<file path="config.mk">
export PLATFORM = sky130hd
export DESIGN_NAME = nand_gate_array_flat
export DESIGN_NICKNAME = d
export VERILOG_FILES = /design/src/rtl/nand_gate_array_if.sv /design/src/rtl/nand_gate_array.sv /design/src/flat_wrapper.sv
export SDC_FILE = /design/constraint.sdc
export NUM_CORES = 1
export LEC_CHECK = 0
export BUFFER_PORTS_ARGS = -buffer_cell sky130_fd_sc_hd__buf_4
export CORE_ASPECT_RATIO = 1.1
export CORE_MARGIN = 8
export CORE_UTILIZATION = 30
export DETAILED_ROUTE_END_ITERATION = 16
export GPL_TIMING_DRIVEN = 0
export PLACE_DENSITY = 0.53
export SETUP_SLACK_MARGIN = 0.05
export SYNTH_ARGS = -nofsm -noshare
export SYNTH_HDL_FRONTEND = slang
export SYNTH_SLANG_ARGS = --single-unit
export TNS_END_PERCENT = 100
</file>
<file path="constraint.sdc">
create_clock -name clk -period 6 [get_ports clk]
set_clock_uncertainty 0.2 [all_clocks]
set_input_delay 1.2 -clock clk [delete_from_list [all_inputs] [get_ports clk]]
set_output_delay 1.2 -clock clk [all_outputs]
set_load 0.02 [all_outputs]
</file>
<file path="src/rtl/nand_gate_array_if.sv">
// Operand/result stream bundle for nand_gate_array.
// The master drives operands and result-ready. The slave (the unit) drives
// operand-ready and the result.
interface nand_gate_array_if #(
  parameter int WIDTH = 8
) ();
  logic [2:0]       op;
  logic [WIDTH-1:0] a;
  logic [WIDTH-1:0] b;
  logic             in_valid;
  logic             in_ready;
  logic [WIDTH-1:0] y;
  logic             out_valid;
  logic             out_ready;

  modport master (
    output op, a, b, in_valid, out_ready,
    input  in_ready, y, out_valid
  );

  modport slave (
    input  op, a, b, in_valid, out_ready,
    output in_ready, y, out_valid
  );
endinterface

</file>
<file path="src/rtl/nand_gate_array.sv">
// Pipelined WIDTH-lane logic unit. Every function is composed only of 2-input
// NAND. A built-in sweep engine injects all 32 op/input combinations and
// reports how many produced y[0]=1, and whether any lanes disagreed.
module nand_gate_array #(
  parameter int WIDTH  = 8,
  parameter int STAGES = 2
) (
  input  logic                clk,
  input  logic                rst_n,
  nand_gate_array_if.slave    bus,
  input  logic                sweep_start,
  output logic                sweep_busy,
  output logic                sweep_done,
  output logic [5:0]          sweep_ones,
  output logic                sweep_err
);

  localparam int LAST = STAGES - 1;

  typedef enum logic [2:0] {
    S_IDLE  = 3'd0,
    S_WAIT  = 3'd1,
    S_RUN   = 3'd2,
    S_DRAIN = 3'd3,
    S_DONE  = 3'd4
  } state_t;

  // Basic cell: everything else is built from this.
  function automatic logic [WIDTH-1:0] nand2(input logic [WIDTH-1:0] x,
                                             input logic [WIDTH-1:0] z);
    return ~(x & z);
  endfunction

  // Eight ops expressed as NAND networks; NOT/BUF ignore b.
  function automatic logic [WIDTH-1:0] logic_op(input logic [2:0]       sel,
                                                input logic [WIDTH-1:0] x,
                                                input logic [WIDTH-1:0] z);
    logic [WIDTH-1:0] n_xz;
    logic [WIDTH-1:0] n_x;
    logic [WIDTH-1:0] n_z;
    logic [WIDTH-1:0] or_v;
    logic [WIDTH-1:0] xor_v;
    logic [WIDTH-1:0] r;
    n_xz  = nand2(x, z);
    n_x   = nand2(x, x);
    n_z   = nand2(z, z);
    or_v  = nand2(n_x, n_z);
    xor_v = nand2(nand2(x, n_xz), nand2(z, n_xz));
    case (sel)
      3'd0:    r = n_xz;
      3'd1:    r = nand2(n_xz, n_xz);
      3'd2:    r = or_v;
      3'd3:    r = nand2(or_v, or_v);
      3'd4:    r = xor_v;
      3'd5:    r = nand2(xor_v, xor_v);
      3'd6:    r = n_x;
      default: r = nand2(n_x, n_x);
    endcase
    return r;
  endfunction

  // One-count accumulator stops at 32 (the number of sweep beats).
  function automatic logic [5:0] sat_inc(input logic [5:0] c, input logic inc);
    if (inc && (c < 6'd32)) begin
      return c + 6'd1;
    end
    return c;
  endfunction

  // A lane disagreement shows as a result that is neither all-0 nor all-1.
  function automatic logic lanes_mixed(input logic [WIDTH-1:0] v);
    return (v != '0) && (v != '1);
  endfunction

  state_t           state_q, state_d;
  logic [4:0]       cnt_q, cnt_d;
  logic [5:0]       ones_q, ones_d;
  logic             err_q, err_d;

  logic [WIDTH-1:0] dat_q [STAGES];
  logic [WIDTH-1:0] dat_d [STAGES];
  logic             vld_q [STAGES];
  logic             vld_d [STAGES];
  logic             swp_q [STAGES];
  logic             swp_d [STAGES];

  logic             fsm_idle, fsm_wait, fsm_run, fsm_force;
  logic             en, in_ready_w, out_valid_w;
  logic             any_vld, inner_swp, swp_out;
  logic [2:0]       s0_op;
  logic [WIDTH-1:0] s0_a, s0_b;
  logic             s0_vld;

  // Pipe status summaries used by the FSM.
  always_comb begin
    any_vld   = 1'b0;
    inner_swp = 1'b0;
    for (int i = 0; i < STAGES; i++) begin
      any_vld = any_vld | vld_q[i];
      if (i < LAST) begin
        inner_swp = inner_swp | (vld_q[i] & swp_q[i]);
      end
    end
  end

  // Sweep FSM state register.
  always_ff @(posedge clk or negedge rst_n) begin
    if (!rst_n) begin
      state_q <= S_IDLE;
    end else begin
      state_q <= state_d;
    end
  end

  // Sweep FSM next-state logic; sweep_start outside IDLE is ignored.
  always_comb begin
    state_d = state_q;
    case (state_q)
      S_IDLE:  if (sweep_start) state_d = S_WAIT;
      S_WAIT:  if (!any_vld) state_d = S_RUN;
      S_RUN:   if (cnt_q == 5'd31) state_d = S_DRAIN;
      S_DRAIN: if (!inner_swp) state_d = S_DONE;
      S_DONE:  state_d = S_IDLE;
      default: state_d = S_IDLE;
    endcase
  end

  // Sweep FSM outputs decoded from the current state.
  always_comb begin
    fsm_idle   = (state_q == S_IDLE);
    fsm_wait   = (state_q == S_WAIT);
    fsm_run    = (state_q == S_RUN);
    fsm_force  = (state_q == S_RUN) || (state_q == S_DRAIN);
    sweep_busy = (state_q == S_WAIT) || (state_q == S_RUN) || (state_q == S_DRAIN);
    sweep_done = (state_q == S_DONE);
  end

  // Handshake: all stages advance together; during RUN/DRAIN the pipe is
  // free-running and the external consumer is not consulted.
  always_comb begin
    out_valid_w = vld_q[LAST] & ~swp_q[LAST];
    en          = fsm_force | ~out_valid_w | bus.out_ready;
    in_ready_w  = rst_n & fsm_idle & en;
    swp_out     = vld_q[LAST] & swp_q[LAST];
  end

  // Stage-0 source: external operands normally, counter-derived in RUN.
  always_comb begin
    if (fsm_run) begin
      s0_op  = cnt_q[4:2];
      s0_a   = {WIDTH{cnt_q[0]}};
      s0_b   = {WIDTH{cnt_q[1]}};
      s0_vld = 1'b1;
    end else begin
      s0_op  = bus.op;
      s0_a   = bus.a;
      s0_b   = bus.b;
      s0_vld = bus.in_valid & in_ready_w;
    end
  end

  // Next pipe contents: shift on en, otherwise hold every stage.
  always_comb begin
    for (int i = 0; i < STAGES; i++) begin
      dat_d[i] = dat_q[i];
      vld_d[i] = vld_q[i];
      swp_d[i] = swp_q[i];
    end
    if (en) begin
      dat_d[0] = logic_op(s0_op, s0_a, s0_b);
      vld_d[0] = s0_vld;
      swp_d[0] = fsm_run;
      for (int i = 1; i < STAGES; i++) begin
        dat_d[i] = dat_q[i-1];
        vld_d[i] = vld_q[i-1];
        swp_d[i] = swp_q[i-1];
      end
    end
  end

  // Pipeline registers.
  always_ff @(posedge clk or negedge rst_n) begin
    if (!rst_n) begin
      for (int i = 0; i < STAGES; i++) begin
        dat_q[i] <= '0;
        vld_q[i] <= 1'b0;
        swp_q[i] <= 1'b0;
      end
    end else begin
      for (int i = 0; i < STAGES; i++) begin
        dat_q[i] <= dat_d[i];
        vld_q[i] <= vld_d[i];
        swp_q[i] <= swp_d[i];
      end
    end
  end

  // Sweep counter advances only while injecting, parked at 0 otherwise.
  always_comb begin
    cnt_d = fsm_run ? (cnt_q + 5'd1) : 5'd0;
  end

  // Sweep statistics: cleared in WAIT, accumulated as sweep beats exit.
  always_comb begin
    ones_d = ones_q;
    err_d  = err_q;
    if (fsm_wait) begin
      ones_d = 6'd0;
      err_d  = 1'b0;
    end else if (swp_out) begin
      ones_d = sat_inc(ones_q, dat_q[LAST][0]);
      err_d  = err_q | lanes_mixed(dat_q[LAST]);
    end
  end

  // Sweep counter and statistics registers.
  always_ff @(posedge clk or negedge rst_n) begin
    if (!rst_n) begin
      cnt_q  <= 5'd0;
      ones_q <= 6'd0;
      err_q  <= 1'b0;
    end else begin
      cnt_q  <= cnt_d;
      ones_q <= ones_d;
      err_q  <= err_d;
    end
  end

  assign bus.y         = dat_q[LAST];
  assign bus.out_valid = out_valid_w;
  assign bus.in_ready  = in_ready_w;
  assign sweep_ones    = ones_q;
  assign sweep_err     = err_q;

endmodule

</file>
<file path="src/flat_wrapper.sv">
// flat-port wrapper written by rule: the top's interface ports become plain ports
module nand_gate_array_flat 
#(
  parameter int WIDTH  = 8,
  parameter int STAGES = 2
)
  (clk, rst_n, sweep_start, sweep_busy, sweep_done, sweep_ones, sweep_err, bus_op, bus_a, bus_b, bus_in_valid, bus_out_ready, bus_in_ready, bus_y, bus_out_valid);
  nand_gate_array_if #(.WIDTH(WIDTH)) bus_i ();
  input  logic clk;
  input  logic rst_n;
  input  logic sweep_start;
  output logic sweep_busy;
  output logic sweep_done;
  output logic [5:0] sweep_ones;
  output logic sweep_err;
  input wire logic [$bits(bus_i.op)-1:0] bus_op;
  input wire logic [$bits(bus_i.a)-1:0] bus_a;
  input wire logic [$bits(bus_i.b)-1:0] bus_b;
  input wire logic [$bits(bus_i.in_valid)-1:0] bus_in_valid;
  input wire logic [$bits(bus_i.out_ready)-1:0] bus_out_ready;
  output wire logic [$bits(bus_i.in_ready)-1:0] bus_in_ready;
  output wire logic [$bits(bus_i.y)-1:0] bus_y;
  output wire logic [$bits(bus_i.out_valid)-1:0] bus_out_valid;
  assign bus_i.op = bus_op;
  assign bus_i.a = bus_a;
  assign bus_i.b = bus_b;
  assign bus_i.in_valid = bus_in_valid;
  assign bus_i.out_ready = bus_out_ready;
  assign bus_in_ready = bus_i.in_ready;
  assign bus_y = bus_i.y;
  assign bus_out_valid = bus_i.out_valid;
  nand_gate_array #(.WIDTH(WIDTH), .STAGES(STAGES)) u_core (.clk(clk), .rst_n(rst_n), .bus(bus_i), .sweep_start(sweep_start), .sweep_busy(sweep_busy), .sweep_done(sweep_done), .sweep_ones(sweep_ones), .sweep_err(sweep_err));
endmodule
</file>
==> run metrics, run 1 <==
Hold Crit Class flip-flop to flip-flop; Async S/R FF share, synth 100%; number of global-route vias before repair 2427; top cell type's share of synthesized area about a third; Primary FF master, synth dfrtp_1; vias per cell approximately 5; crit path to bus_in_ready; final clock period utilization by the worst path between 60% and 70%; die height between 100 and 150 um; WL per Instance 16.2 um; final hold vios 0; Ys Warns 0; CTS HTree Levels 2; Post-CTS Hold Fix Bufs 0; largest net degree at the start of global routing 38; initial DRC count about 190; width of the chip 107 um; CTS clk-pin slew, worst paths about 80 ps; Placer Congestion around 0.80; Fmax approximately 0.28 GHz; setup bufs post-CTS 0; antenna-violating nets left 0; FF-to-FF setup slack 2570 ps; Pre-antenna DRT Iters 4; first-pass GRT wire length between 10000 and 15000 um; CP Data Required Time about 4600 ps; area delta synth->final 20.9%; Fin Setup TNS 0 ps; Critical Path AT 2230 ps; IO buf count 42; RR Endpoint u_core.dat_q[8]$_DFFE_PN0P_; multi-input logic area 0.00159 mm2; Die ar. 0.0124 mm2; # resized after CTS 0; # rows 36; worst r2r src u_core.state_q[0]$_DFFE_PN0P_; Synth area leader dfrtp_1; Root Buffer clkbuf_8; CORE AREA between 0.008 and 0.009 mm2; IO Pins 43; Critical Path Source bus_out_ready; Seq/Total Area, Yosys around a third; CTS tree yes; worst skew pair latency roughly 300 ps; VDD IR max between 0.0001 and 0.00015 V; most common cell after layout, fill and taps aside buf_4; clock sink count 35; distinct cell type count after synthesis 51; CP Class input port to primary output; Post-Syn Area 0.00273 mm2; Slew headroom between 20% and 30%; n_diodes 0; Post-Layout Cell Count roughly 490; status completed; CP startpoint kind input port; commonest cells after routing, fill and taps aside buf_4, nand2_1, dfrtp_1; CTS Buf Count 5; Mean Syn Cell Area 8.50 um2; Initial Utilization slightly above 30%; residual overflow from global routing 0; Final nets around 410; P_leak about 1.6 nW; GRT Total Usage between 10% and 20%; Worst Path Max Fanout 5; initial antenna violation count 0; r2r worst-path depth 12; # DRC 0; Cells after DPL 477; WHS 305 ps; max cap viols 0; register area approximately 880 um2; Via Count roughly 2400; dpl hpwl about 5700 um; Synthesized Nets between 300 and 400; final setup vio count 0; Fillers just over 900; RSZ-0062 raised after global routing false; Least-Margin Pin Slew about 1100 ps; CP Capture Type primary output; EDFF count, synth 0; pins over their slew limit 0; min Tclk post-route between 3000 and 4000 ps; final WL slightly below 8000 um; PD cells slightly above 400 mW/mm2; #FFs+latches synth 35; share of post-route cells with drive strength above 1 21.3%; Syn Inst Count about 320; CTS max path bufs 2; Area contributors post-synth dfrtp_1, ha_1, nand2_1
[worst min-delay path by stage]
stage / startpoint / endpoint / slack, ps / depth (start not counted)
after CTS: u_core.dat_q[11]$_DFFE_PN0P_ / u_core.bus.y[3]$_DFFE_PN0P_ / 300 / 2
after global routing: u_core.swp_q[1]$_DFFE_PN0P_ / u_core.swp_q[0]$_DFFE_PN0P_ / 340 / 1
after floorplan: u_core.dat_q[9]$_DFFE_PN0P_ / u_core.bus.y[1]$_DFFE_PN0P_ / 250 / 2
after detailed placement: u_core.dat_q[11]$_DFFE_PN0P_ / u_core.bus.y[3]$_DFFE_PN0P_ / 280 / 2
final: u_core.swp_q[1]$_DFFE_PN0P_ / u_core.swp_q[0]$_DFFE_PN0P_ / 300 / 1
after global placement: u_core.dat_q[11]$_DFFE_PN0P_ / u_core.bus.y[3]$_DFFE_PN0P_ / 280 / 2
[cell usage after synthesis (2+ instances only)]
cell type	n
o22ai_1	4
a22oi_1	2
nor4_1	2
nand2_1	42
o22ai_2	6
nor2b_1	2
mux2_4	2
xnor2_1	3
inv_1	27
a2111oi_0	6
buf_6	4
a21o_1	8
nor2_1	19
nand4_1	3
buf_4	8
and3_1	2
and2_1	11
xor2_1	3
ha_1	19
or3_1	2
a21oi_1	27
buf_2	3
dfrtp_1	35
nand3_1	10
mux2i_1	9
nor3b_1	5
and4b_1	2
clkbuf_1	12
nand2b_1	2
o211ai_1	2
o221ai_1	6
o21ai_0	14
[layout make-up]
cell class / instances / area share [%]
buffer: 27 / 5.01
clock buffer: 5 / 2.09
clock inverter: 3 / 1.33
inverter: 27 / 3.07
multi-input combinational: 232 / 48.1
sequential: 35 / 26.6
tap: 114 / 4.32
timing repair buffer: 42 / 9.56
[power by group]
group | switching (mW) | total [mW] | leakage, nW | internal, mW
Combinational | 0.394 | 0.712 | 1.10 | 0.318
Sequential | 0.0790 | 0.403 | 0.444 | 0.323
Clock | 0.0967 | 0.221 | 0.0581 | 0.124
[flip-flops by register name (all words and copies together), names as in the netlist]
name and count:
u_core.state_q 3, u_core.swp_q 2, u_core.cnt_q 5, u_core.sweep_ones 6, u_core.vld_q 2, u_core.dat_q 8
u_core.bus.y 8, u_core.sweep_err 1
[critical path, cell delays in order]
cell	delay, ps
buf_4	120
or3_1	350
clkbuf_1	180
and4b_1	230
buf_4	150
[kinds of logic (layout without fill, tap and decap cells)]
family	after synthesis	in the layout	synth area share [%]
compound gates	81	81	20.1
xor+xnor	6	6	1.93
fa+ha+maj	19	19	8.72
buf+inv	54	104	9.77
flops	35	35	32.1
mux	14	14	6.15
simple gates	112	112	21.2
[per-stage QoR]
stage	area, um2	setup slack [ps]	util [%]	power [mW]
floorplan	2730	2650	-	0.900
global placement	3190	2350	35.9	1.11
detailed placement	3190	2360	35.9	1.12
CTS	3300	2360	37.2	1.35
global route	3300	2270	37.2	1.44
finish	3300	2370	37.2	1.34
[metal layers]
metal,routed length (um),GRT usage (%),up-vias
met1,3550,16.3,1130
met4,69,4.60,0
li1,-,-,1217
met5,0,0,-
met3,522,2.45,6
met2,3730,21.5,72
Note: power is estimated with default switching activity, not from simulation.
==> run 2, diff against run 1 <==
==> constraint.sdc (replaced) <==
create_clock -name clk -period 3.39 [get_ports clk]
set_clock_uncertainty 0.2 [all_clocks]
set_input_delay 0.678 -clock clk [delete_from_list [all_inputs] [get_ports clk]]
set_output_delay 0.678 -clock clk [all_outputs]
set_load 0.02 [all_outputs]
==> run 2 against run 1 <==
  * Non-clock buffer count down 1
  * Cell area up 0.38%
  * Setup slack worse by 2100 ps
  * Critical path depth up 5
  * Clock power up 76%
  * Critical path type is now flip-flop to flip-flop
  * Critical endpoint is now u_core.dat_q[14]$_DFFE_PN0P_
  * Largest cell class unchanged
  * Largest power group unchanged
==> run metrics, run 2 (same netlist as run 1, synthesis figures left out) <==
CP Buf/Inv Count 3 (unchanged); RSZ-0062 raised after global routing false; Via Count 2449 (+0.99%); Util after Layout 37.3% (+0.14 points); worst skew pair latency 290 ps (about the same); largest net degree at the start of global routing 38 (unchanged); CP startpoint kind flip-flop; Post-CTS Hold Fix Bufs 0 (unchanged); final hold vios 0 (unchanged); n_diodes 0 (unchanged); Die ar. 0.0124 mm2 (unchanged); die height 116 um (unchanged); grt met1 use 16.3% (unchanged); share of post-route cells with drive strength above 1 21.9% (+0.60 points); GR Layer Usage met2 21.5% (unchanged); RR Endpoint u_core.dat_q[14]$_DFFE_PN0P_; initial antenna violation count 0 (unchanged); r2r worst-path depth 10 (-2); max cap viols 0 (unchanged); area delta synth->final 21.4%; Placer Congestion 0.796 (unchanged); Fmax 0.324 GHz; Final nets 412 (-0.24%); most common cell after layout, fill and taps aside buf_4; CTS max path bufs 2 (unchanged); family with the most delay on the worst path simple AND/OR/NAND/NOR gates; status completed; Root Buffer clkbuf_8; Most Crowded Layer GR met2; first-pass GRT wire length 12700 um (unchanged); commonest cells after routing, fill and taps aside buf_4, nand2_1, dfrtp_1; pins over their slew limit 0 (unchanged); vias per cell 5.06 (+1.2%); WL per Instance 16.3 um (+0.67%); initial DRC count 186 (-0.53%); final WL 7900 um (+0.46%); residual overflow from global routing 0 (unchanged); number of global-route vias before repair 2427 (unchanged); Pre-antenna DRT Iters 4 (unchanged); VDD IR max 0.000260 V (+87%); Final WS setup 301 ps (-2070 ps); clock sink count 35 (unchanged); worst r2r src u_core.state_q[2]$_DFFE_PN0P_; final setup vio count 0 (unchanged); CP Class flip-flop to flip-flop; Least-Margin Pin Slew 1210 ps (+73.8 ps); CTS clk-pin slew, worst paths 80 ps (about the same); min Tclk post-route just over 3000 ps; P_leak 1.61 nW (+0.26%); Hold Crit Class input port to asynchronous set/reset pin; FF-to-FF setup slack 300 ps (-2270 ps); CORE AREA 0.00887 mm2 (unchanged); Worst Path Max Fanout 10 (+5); CTS tree yes; setup bufs post-CTS 0 (unchanged); antenna-violating nets left 0 (unchanged); Critical Path AT 3060 ps (+830 ps); # rows 36 (unchanged); final clock period utilization by the worst path between 90% and 100%; Critical Path Source u_core.state_q[2]$_DFFE_PN0P_; pre-CTS setup slack 2.42 ps (-2360 ps); CP Data Required Time 3360 ps (-1240 ps); slowest stage delay, CP 420 ps (+70 ps); width of the chip 107 um (unchanged); GRT Total Usage 12.9% (unchanged); crit path to u_core.dat_q[14]$_DFFE_PN0P_; CP Capture Type flip-flop; Slew headroom 18.8% (-5.0 points); crit-path cells clkbuf_1 > nor3b_4 > and2_1 > clkbuf_1 > a21o_1 > inv_1 > ha_1 > and2_1 > a2111oi_0 > a21oi_1; dpl hpwl 5700 um (unchanged); PD cells 720 mW/mm2 (+78%); Critical-path top delay cell clkbuf_1; Crit path depth 10 (+5); Fillers 926 (-0.54%); Initial Utilization 30.7% (unchanged); GR Util met3 2.45% (unchanged); CTS Buf Count 5 (unchanged); Fin Setup TNS 0 ps (unchanged); Post-Layout Cell Count 484 (-0.21%); IO Pins 43 (unchanged); IO buf count 42 (unchanged); Cells after DPL 477 (unchanged); # DRC 0 (unchanged); Pwr Total 2.39 mW (+79%); CTS HTree Levels 2 (unchanged)
==> run 2: timing repair <==
| item | CTS | global route |
|---|---|---|
| endpoints found under the setup margin | 4 | 6 |
| gates resized for setup | 1 | 6 |
| endpoints found under the hold margin | 0 | 0 |
==> run 2: per-stage QoR <==
step / hold WS [ps] / instance area, um2
after global placement: 284 / 3190
final: 146 / 3310
after detailed placement: 281 / 3190
after global routing: 171 / 3310
after CTS: 160 / 3300
after floorplan: 182 / 2730
==> run 2: how the worst min path moves through the flow <==
stage | start | to | cells past startpoint | slack [ps]
floorplan | rst_n | u_core.bus.y[0]$_DFFE_PN0P_ | 0 | 180
global placement | u_core.dat_q[11]$_DFFE_PN0P_ | u_core.bus.y[3]$_DFFE_PN0P_ | 2 | 280
detailed placement | u_core.dat_q[11]$_DFFE_PN0P_ | u_core.bus.y[3]$_DFFE_PN0P_ | 2 | 280
CTS | rst_n | u_core.sweep_ones[0]$_DFFE_PN0P_ | 1 | 160
global route | rst_n | u_core.sweep_ones[2]$_DFFE_PN0P_ | 1 | 170
finish | rst_n | u_core.sweep_ones[2]$_DFFE_PN0P_ | 1 | 150
==> run 2: final cells by class <==
class	instances	area [um2]	share of cell area (%)
Buffer	26	165	4.99
Clock buffer	5	68.8	2.08
Clock inverter	3	43.8	1.32
Inverter	27	101	3.06
Multi-Input combinational cell	232	1600	48.3
Sequential cell	35	876	26.5
Tap cell	114	143	4.31
Timing Repair Buffer	42	315	9.52
==> run 2: where the power goes <==
part	switching [mW]	internal, mW	total [mW]
clock	0.171	0.219	0.390
sequential	0.142	0.573	0.714
combinational	0.705	0.576	1.28
total	1.02	1.37	2.39
==> run 2: routing by layer <==
layer | vias up | share of wire [%]
met3 | 8 | 4.5
met1 | 1166 | 46
met2 | 60 | 49
li1 | 1215 | -
met4 | 0 | 1.1
met5 | - | 0
